===== src/rtl/mc_control_fsm.sv =====
`default_nettype none
// ----------------------------------------------------------------------------
// mc_control_fsm : multi-cycle MIPS control unit (stall, memory handshake with timeout, halt)
// Revision: 1.0
// ----------------------------------------------------------------------------
module mc_control_fsm #(
  parameter int         MEM_TIMEOUT = 15,
  parameter bit         EXT_ISA     = 1'b1,
  parameter logic [5:0] HALT_OPCODE = 6'h3F
) (
  input  logic       clk,
  input  logic       rst_n,
  input  logic [5:0] opcode,
  input  logic       stall,
  input  logic       mem_ready,
  output logic       irwrite,
  output logic [1:0] regdst,
  output logic [1:0] memtoreg,
  output logic [2:0] aluop,
  output logic       alusrc,
  output logic       branch,
  output logic       branch_ne,
  output logic       jump,
  output logic       memread,
  output logic       memwrite,
  output logic       regwrite,
  output logic       pcupdate,
  output logic       halted,
  output logic       illegal,
  output logic       mem_timeout,
  output logic [2:0] state
);

  typedef enum logic [2:0] {
    S_FETCH  = 3'd0,
    S_DECODE = 3'd1,
    S_EXEC   = 3'd2,
    S_MEM    = 3'd3,
    S_WB     = 3'd4,
    S_PCUPD  = 3'd5,
    S_HALT   = 3'd6,
    S_ERR    = 3'd7
  } state_t;

  localparam logic [5:0] c_op_r    = 6'b000000;
  localparam logic [5:0] c_op_j    = 6'b000010;
  localparam logic [5:0] c_op_jal  = 6'b000011;
  localparam logic [5:0] c_op_beq  = 6'b000100;
  localparam logic [5:0] c_op_bne  = 6'b000101;
  localparam logic [5:0] c_op_addi = 6'b001000;
  localparam logic [5:0] c_op_slti = 6'b001010;
  localparam logic [5:0] c_op_andi = 6'b001100;
  localparam logic [5:0] c_op_ori  = 6'b001101;
  localparam logic [5:0] c_op_lw   = 6'b100011;
  localparam logic [5:0] c_op_sw   = 6'b101011;

  localparam int                c_cnt_w = (MEM_TIMEOUT > 0) ? $clog2(MEM_TIMEOUT + 1) : 1;
  localparam logic [c_cnt_w-1:0] c_limit = c_cnt_w'(MEM_TIMEOUT);

  state_t             r_state;
  logic [5:0]         r_opcode;
  logic [c_cnt_w-1:0] r_cnt;
  logic [1:0]         r_regdst, r_memtoreg;
  logic [2:0]         r_aluop;
  logic               r_alusrc, r_branch, r_branch_ne, r_jump;
  logic               r_illegal, r_timeout;

  logic [1:0] w_regdst, w_memtoreg;
  logic [2:0] w_aluop;
  logic       w_alusrc, w_branch, w_branch_ne, w_jump, w_legal;

  always_comb begin
    w_legal     = 1'b0;
    w_regdst    = 2'b00;
    w_memtoreg  = 2'b00;
    w_aluop     = 3'b111;
    w_alusrc    = 1'b0;
    w_branch    = 1'b0;
    w_branch_ne = 1'b0;
    w_jump      = 1'b0;
    case (opcode)
      c_op_r:    begin w_legal = 1'b1; w_regdst = 2'b01; w_aluop = 3'b010; end
      c_op_addi: begin w_legal = 1'b1; w_alusrc = 1'b1; w_aluop = 3'b000; end
      c_op_lw:   begin w_legal = 1'b1; w_alusrc = 1'b1; w_aluop = 3'b000; w_memtoreg = 2'b01; end
      c_op_sw:   begin w_legal = 1'b1; w_alusrc = 1'b1; w_aluop = 3'b000; end
      c_op_beq:  begin w_legal = 1'b1; w_branch = 1'b1; w_aluop = 3'b001; end
      c_op_j:    begin w_legal = 1'b1; w_jump = 1'b1; end
      c_op_bne:  if (EXT_ISA) begin w_legal = 1'b1; w_branch_ne = 1'b1; w_aluop = 3'b001; end
      c_op_jal:  if (EXT_ISA) begin w_legal = 1'b1; w_jump = 1'b1; w_regdst = 2'b10; w_memtoreg = 2'b10; end
      c_op_andi: if (EXT_ISA) begin w_legal = 1'b1; w_alusrc = 1'b1; w_aluop = 3'b011; end
      c_op_ori:  if (EXT_ISA) begin w_legal = 1'b1; w_alusrc = 1'b1; w_aluop = 3'b100; end
      c_op_slti: if (EXT_ISA) begin w_legal = 1'b1; w_alusrc = 1'b1; w_aluop = 3'b101; end
      default: ;
    endcase
  end

  always_ff @(posedge clk) begin
    if (!rst_n) begin
      r_state     <= S_FETCH;
      r_opcode    <= '0;
      r_cnt       <= '0;
      r_regdst    <= 2'b00;
      r_memtoreg  <= 2'b00;
      r_aluop     <= 3'b111;
      r_alusrc    <= 1'b0;
      r_branch    <= 1'b0;
      r_branch_ne <= 1'b0;
      r_jump      <= 1'b0;
      r_illegal   <= 1'b0;
      r_timeout   <= 1'b0;
    end else begin
      case (r_state)
        S_FETCH: if (!stall) r_state <= S_DECODE;
        S_DECODE: if (!stall) begin
          r_opcode <= opcode;
          if (opcode == HALT_OPCODE) begin
            r_state <= S_HALT;
          end else if (!w_legal) begin
            r_state   <= S_ERR;
            r_illegal <= 1'b1;
          end else begin
            r_state     <= S_EXEC;
            r_regdst    <= w_regdst;
            r_memtoreg  <= w_memtoreg;
            r_aluop     <= w_aluop;
            r_alusrc    <= w_alusrc;
            r_branch    <= w_branch;
            r_branch_ne <= w_branch_ne;
            r_jump      <= w_jump;
          end
        end
        S_EXEC: if (!stall) begin
          case (r_opcode)
            c_op_lw, c_op_sw: begin
              r_state <= S_MEM;
              r_cnt   <= c_cnt_w'(1);
            end
            c_op_beq, c_op_bne, c_op_j: r_state <= S_PCUPD;
            default:                    r_state <= S_WB;
          endcase
        end
        // A ready on the final allowed cycle still wins over the timeout.
        S_MEM: begin
          if (mem_ready) begin
            r_state <= (r_opcode == c_op_lw) ? S_WB : S_PCUPD;
            r_cnt   <= '0;
          end else if (MEM_TIMEOUT != 0 && r_cnt == c_limit) begin
            r_state     <= S_ERR;
            r_timeout   <= 1'b1;
            r_cnt       <= '0;
            r_regdst    <= 2'b00;
            r_memtoreg  <= 2'b00;
            r_aluop     <= 3'b111;
            r_alusrc    <= 1'b0;
            r_branch    <= 1'b0;
            r_branch_ne <= 1'b0;
            r_jump      <= 1'b0;
          end else if (MEM_TIMEOUT != 0) begin
            r_cnt <= r_cnt + c_cnt_w'(1);
          end
        end
        S_WB: if (!stall) r_state <= S_PCUPD;
        S_PCUPD: if (!stall) begin
          r_state     <= S_FETCH;
          r_regdst    <= 2'b00;
          r_memtoreg  <= 2'b00;
          r_aluop     <= 3'b111;
          r_alusrc    <= 1'b0;
          r_branch    <= 1'b0;
          r_branch_ne <= 1'b0;
          r_jump      <= 1'b0;
        end
        S_HALT: r_state <= S_HALT;
        S_ERR:  r_state <= S_ERR;
      endcase
    end
  end

  assign irwrite     = (r_state == S_FETCH) && !stall;
  assign regwrite    = (r_state == S_WB) && !stall;
  assign pcupdate    = (r_state == S_PCUPD) && !stall;
  assign memread     = (r_state == S_MEM) && (r_opcode == c_op_lw);
  assign memwrite    = (r_state == S_MEM) && (r_opcode == c_op_sw);
  assign halted      = (r_state == S_HALT);
  assign illegal     = r_illegal;
  assign mem_timeout = r_timeout;
  assign state       = r_state;
  assign regdst      = r_regdst;
  assign memtoreg    = r_memtoreg;
  assign aluop       = r_aluop;
  assign alusrc      = r_alusrc;
  assign branch      = r_branch;
  assign branch_ne   = r_branch_ne;
  assign jump        = r_jump;

endmodule
`default_nettype wire


===== config.mk =====
export PLATFORM = sky130hd
export DESIGN_NAME = mc_control_fsm
export DESIGN_NICKNAME = d
export VERILOG_FILES = /design/src/rtl/mc_control_fsm.sv
export SDC_FILE = /design/constraint.sdc
export NUM_CORES = 1
export LEC_CHECK = 0
export BUFFER_PORTS_ARGS = -buffer_cell sky130_fd_sc_hd__buf_2
export CAP_MARGIN = 0
export CELL_PAD_IN_SITES_DETAIL_PLACEMENT = 1
export CELL_PAD_IN_SITES_GLOBAL_PLACEMENT = 1
export CORE_MARGIN = 4
export CORE_UTILIZATION = 38
export DETAILED_ROUTE_END_ITERATION = 6
export PLACE_DENSITY_LB_ADDON = 0.3
export SLEW_MARGIN = 25
export SYNTH_ARGS = -nofsm -noshare
export SYNTH_HDL_FRONTEND = slang
export SYNTH_SLANG_ARGS = --single-unit

===== constraint.sdc =====
create_clock -name clk -period 3.4 [get_ports clk]
set_clock_uncertainty 0.05 [all_clocks]
set_input_delay 0.34 -clock clk [delete_from_list [all_inputs] [get_ports clk]]
set_output_delay 0.34 -clock clk [all_outputs]
set_load 0.005 [all_outputs]

* Yosys cells after proc, flatten, opt, wreduce, memory -nomap -nowiden *
Cells that the tools add are included.

operators by class
  add/subtract/negate cells = 1
  equal/unequal tests = 35
  multiplexer cells = 61
  bitwise logic cells = 4
  reduce and logical (&&, ||, !) cells = 23

operators by type and width
  operator                                              count
  2-to-1 mux 3 bit                                      14
  equality test 6 bit (second input constant)           5
  equality test 6 x 3 -> 1 bit (second input constant)  4
  equality test 6 x 4 -> 1 bit (second input constant)  4
  case mux 3 bit (8 select lines)                       1
  2-to-1 mux 1 bit                                      21
  != test 2 bit (second input constant)                 10
  equality test 6 x 2 -> 1 bit (second input constant)  3
  2-to-1 mux 2 bit                                      9
  case mux 3 bit (6 select lines)                       1
  2-to-1 mux 4 bit                                      4
  equality test 3 bit (second input constant)           4
  case mux 1 bit (3 select lines)                       4
  case mux 2 bit (3 select lines)                       2
  OR reduction 11 bit                                   1
  case mux 3 bit (3 select lines)                       1
  case mux 2 bit (2 select lines)                       2
  case mux 4 bit (2 select lines)                       1
  AND reduction 7 bit                                   1
  equality test 3 x 2 -> 1 bit (second input constant)  2
  zero test 6 bit                                       1
  case mux 3 bit (2 select lines)                       1
  AND reduction 3 bit                                   2
  AND reduction 6 bit                                   1
  other kinds (15)                                      25

storage, ports and cells
  register bits after elaboration = 26
  input bits = 10
  output and inout bits = 22
  word-level logic and storage cells = 136

* Longest topological paths before layout *
  depth in word-level cells = 7
  mapped depth = 7

* Least setup slack after synthesis *
Ideal clock, no wire load.

  kind = register -> register
  start point = register r_state[1] (netlist: state[1])
  end point = register r_memtoreg[1] (netlist: memtoreg[1])
  library setup time = 72 ps
  data arrival time = 1,487 ps
  data required time = 3,278 ps
  slack = 1,791 ps
  cell stages (with the launch flop) = 8
  path buffers = 2
  clock period less this slack = 1,609 ps
  path through = dfxtp_1 buf_2 nand3b_4 nor2_1 nand4_1 a21oi_2 buf_6 mux2i_1

between the ends
  word-level cells in the longest chain between the ends = 3
  elaborated cells on any way between the ends = 12

RTL lines
  item                                                                  line  text
  from (decl)                                                           60    state_t r_state;
  from (signal assigned)                                                145   r_state <= (r_opcode == c_op_lw) ? S_WB : S_PCUPD;
  equality test 3 x 2 -> 1 bit (tied with other cells)                  112   case (r_state)
  != test 2 bit (no line) / nonzero test 3 bit (equally long branches)  n/a
  AND reduction 7 bit (no line)                                         n/a
  to (signal assigned)                                                  124   r_memtoreg <= w_memtoreg;
  to (decl)                                                             63    logic [1:0] r_regdst, r_memtoreg;

Several ways; a longest one is shown, not always the timed one.
A chain may end at the register's enable or synchronous reset.

* Final worst setup path *
  start point = register r_state[1] (netlist: state[1])
  end point = register r_branch (netlist: branch)

between the ends
  word-level cells in the longest chain between the ends = 3
  elaborated cells on any way between the ends = 12

RTL lines
  item                                                                  line  text
  equality test 3 x 2 -> 1 bit (tied with other cells)                  112
  != test 2 bit (no line) / nonzero test 3 bit (equally long branches)  n/a
  AND reduction 7 bit (no line)                                         n/a
  to (signal assigned)                                                  127   r_branch <= w_branch;
  to (decl)                                                             65    logic r_alusrc, r_branch, r_branch_ne, r_jump;

Several ways; a longest one is shown, not always the timed one.

==> summary.md <==
| Metric | Value |
|---|---|
| Synth cell count leaders | dfxtp_1, nand2_1, mux2i_1 |
| Reg2Reg Depth | 5 |
| Tcrit/Tclk final | approximately three quarters |
| Post-synthesis sequential area ratio | between 30% and 40% |
| Nets | roughly 220 |
| Gpl congestion | 0.7912 |
| Via Count | about 1500 |
| Slowest cell on crit path | dfxtp_1 |
| DR WL/cell | 16.83 um |
| Hold path cells | 3 |
| Final hold violation count | 0 |
| Synthesis Warnings | 0 |
| Clock Tree Buf Depth | 2 |
| I/O pin count | 32 |
| Vias in the first global route | about 1500 |
| Max VDD drop | 0.1741 mV |
| Proportion of layout cells with a drive suffix above 1 | 20.48% |
| Actual transition at the worst max-transition pin | between 800 and 900 ps |
| TritonRoute pass-1 iters | 4 |
| Pin count of the biggest net entering global routing | 29 |
| Ys flop type | dfxtp_1 |
| Top cells by area, synth | dfxtp_1, mux2i_1, nor2b_1 |
| Final wirelength | roughly 4.4 mm |
| Starting Density | about two fifths |
| # DRC | 0 |
| Async set-reset flop share out of synthesis | 0% |
| Most common cell in the netlist | dfxtp_1 |
| Final setup fails | 0 |
| Crit Path Max Fanout | 17 |
| Num rows | 23 |
| Synth unique cells | 49 |
| Final min period | ~2500 ps |
| Clock Tree Root | clkbuf_8 |
| Run status | finished clean |
| Mapped cell area | between 1500 and 2000 um^2 |
| Total global-route track usage | 17.12% |
| CTS tree | built |
| Worst-Skew Late Latency | 270 ps |
| CTS Hold Buffers Added | 0 |
| CTS clk-pin slew, worst paths | ~90 ps |
| Die area | roughly 5300 um^2 |
| CTS Buf Count | 3 |
| Die H | around 72 um |
| Layout area overhead | 12.27% |
| Max Cap Violations | 0 |
| CP Class | flip-flop to flip-flop |
| Post-CTS Setup Inserts | 0 |
| Worst EP required | approximately 3500 ps |
| Crit-path max cell delay | ~730 ps |
| Synth area leader | dfxtp_1 |
| Avg Inst Size Synth | 8.317 um^2 |
| Worst setup EP type | flip-flop |
| Post-synth top area share | between 30% and 40% |
| Critical Path AT | 2670 ps |
| Antenna-violating nets left | 0 |
| Pwr Density | 355.9 nW/um^2 |
| Mapped Cells | between 150 and 200 |
| First-pass GRT wire length | around 7.3 mm |
| Power, Total | between 0.6 and 0.7 mW |
| Setup TNS | 0 ps |
| Post-synth EDFFs | 0 |
| Fillers | 506 |
| Die Width | between 70 and 80 um |
| Vias per cell | 5.658 |
| Core Region | approximately 4000 um^2 |
| CTS H-tree depth | 1 |
| Detail Placement HPWL | ~3.2 mm |
| DRT iter0 DRCs | slightly above 90 |
| Yosys reg bits | 26 |
| Min-delay worst type | primary input to flip-flop |
| Antenna violations before repair | 0 |
| Max-slew violation count | 0 |
| Kind of start point of the critical path | flip-flop |
| Crit-path cells | nand3b_4, nor2_1, nand4_1, a21oi_2, mux2i_1 |
| Syn_nets | approximately 200 |
| Buffers on Ports | 31 |
| F_max | 395.2 MHz |
| Leakage | 0.7026 nW |
| Antenna cells | 0 |
| Unrepaired setup endpoints after global routing | no |
| Worst slew margin | 46.28% |
| GRT overflow | 0 |
| Resize count post-CTS | 0 |
| Clock sink count | 26 |
| R2r setup slk | approximately 870 ps |
power by group:
group	switching, mW	internal (mW)	total [mW]
registers	0.0219	0.314	0.336
logic	0.0691	0.0528	0.122
clock network	0.0942	0.0794	0.174
layout make-up:
class	instances	area [um^2]	area share, %
clock buffers	3	41.29	2.327
inverters	5	18.77	1.058
multi-input cells	145	975.9	55.01
flip-flops and latches	26	520.5	29.34
well taps	50	62.56	3.526
repair buffers	31	155.1	8.745
sequential cells by signal (all words and copies together), names as in the netlist:
| name | count |
|---|---|
| aluop | 3 |
| alusrc | 1 |
| branch | 1 |
| branch_ne | 1 |
| illegal | 1 |
| jump | 1 |
| mem_timeout | 1 |
| memtoreg | 2 |
| r_cnt | 4 |
| r_opcode | 6 |
| regdst | 2 |
| state | 3 |
placed cells by master, fill, tap and decap left out, types with 2 or more instances in the layout:
master    count
a21boi_0      3
a21oi_1       5
a31oi_1       8
buf_2        31
clkbuf_8      3
dfxtp_1      26
inv_1         5
mux2_2        2
mux2i_1      17
nand2_1      20
nand2b_1     10
nand3_1       4
nand3b_1      2
nand4b_1      2
nor2_1       11
nor2b_1      14
nor3_1        5
nor3b_1       2
nor4_1        3
o21ai_0       9
metal layers:
metal / vias to the layer above / global-route usage, % / share of wire (%)
li1: 726 / - / -
met1: 720 / 23.04 / 46
met2: 21 / 29.02 / 50
met3: 4 / 2.909 / 3.4
met4: 0 / 3.074 / 0.62
met5: - / 0 / 0
cell families (layout without fill, tap and decap cells):
family                   Yosys count  count (layout)  share of synthesized area, %
AO/OA/AOI/OAI                     40              40                         18.45
XOR/XNOR                           2               2                         1.109
adder cells (fa/ha/maj)            1               1                        0.7916
buffers and inverters             19              39                         5.305
flip-flops                        26              26                         32.94
multiplexers                      19              19                         12.19
AND/OR/NAND/NOR                   83              83                         29.22
metrics by stage:
| stage | area, um^2 | std cells | setup slack, ps | util [%] | hold slack, ps |
|---|---|---|---|---|---|
| floorplan | 1580 | 190 | 1791 | - | 401.1 |
| global placement | 1733 | 257 | 1168 | 43.32 | 390.9 |
| detailed placement | 1733 | 257 | 937.7 | 43.32 | 404.4 |
| CTS | 1774 | 260 | 899.7 | 44.35 | 386.1 |
| global route | 1774 | 260 | 667.4 | 44.35 | 406.3 |
| finish | 1774 | 260 | 869.7 | 44.35 | 387.1 |
critical path, delay by kind of cell (launching register included):
kind	cells	cell delay, ps
and+or+nand+nor	3	710
DFF	1	730
muxes	1	290
AOI/OAI and AO/OA	1	670
worst paths after layout:
check	endpoint	startpoint
worst max-delay path	branch	state[1]
worst min-delay path	r_opcode[4]	opcode[4]
worst max register to register	branch	state[1]
worst min register to register	alusrc	alusrc
Power figures use the tool's default switching activity.
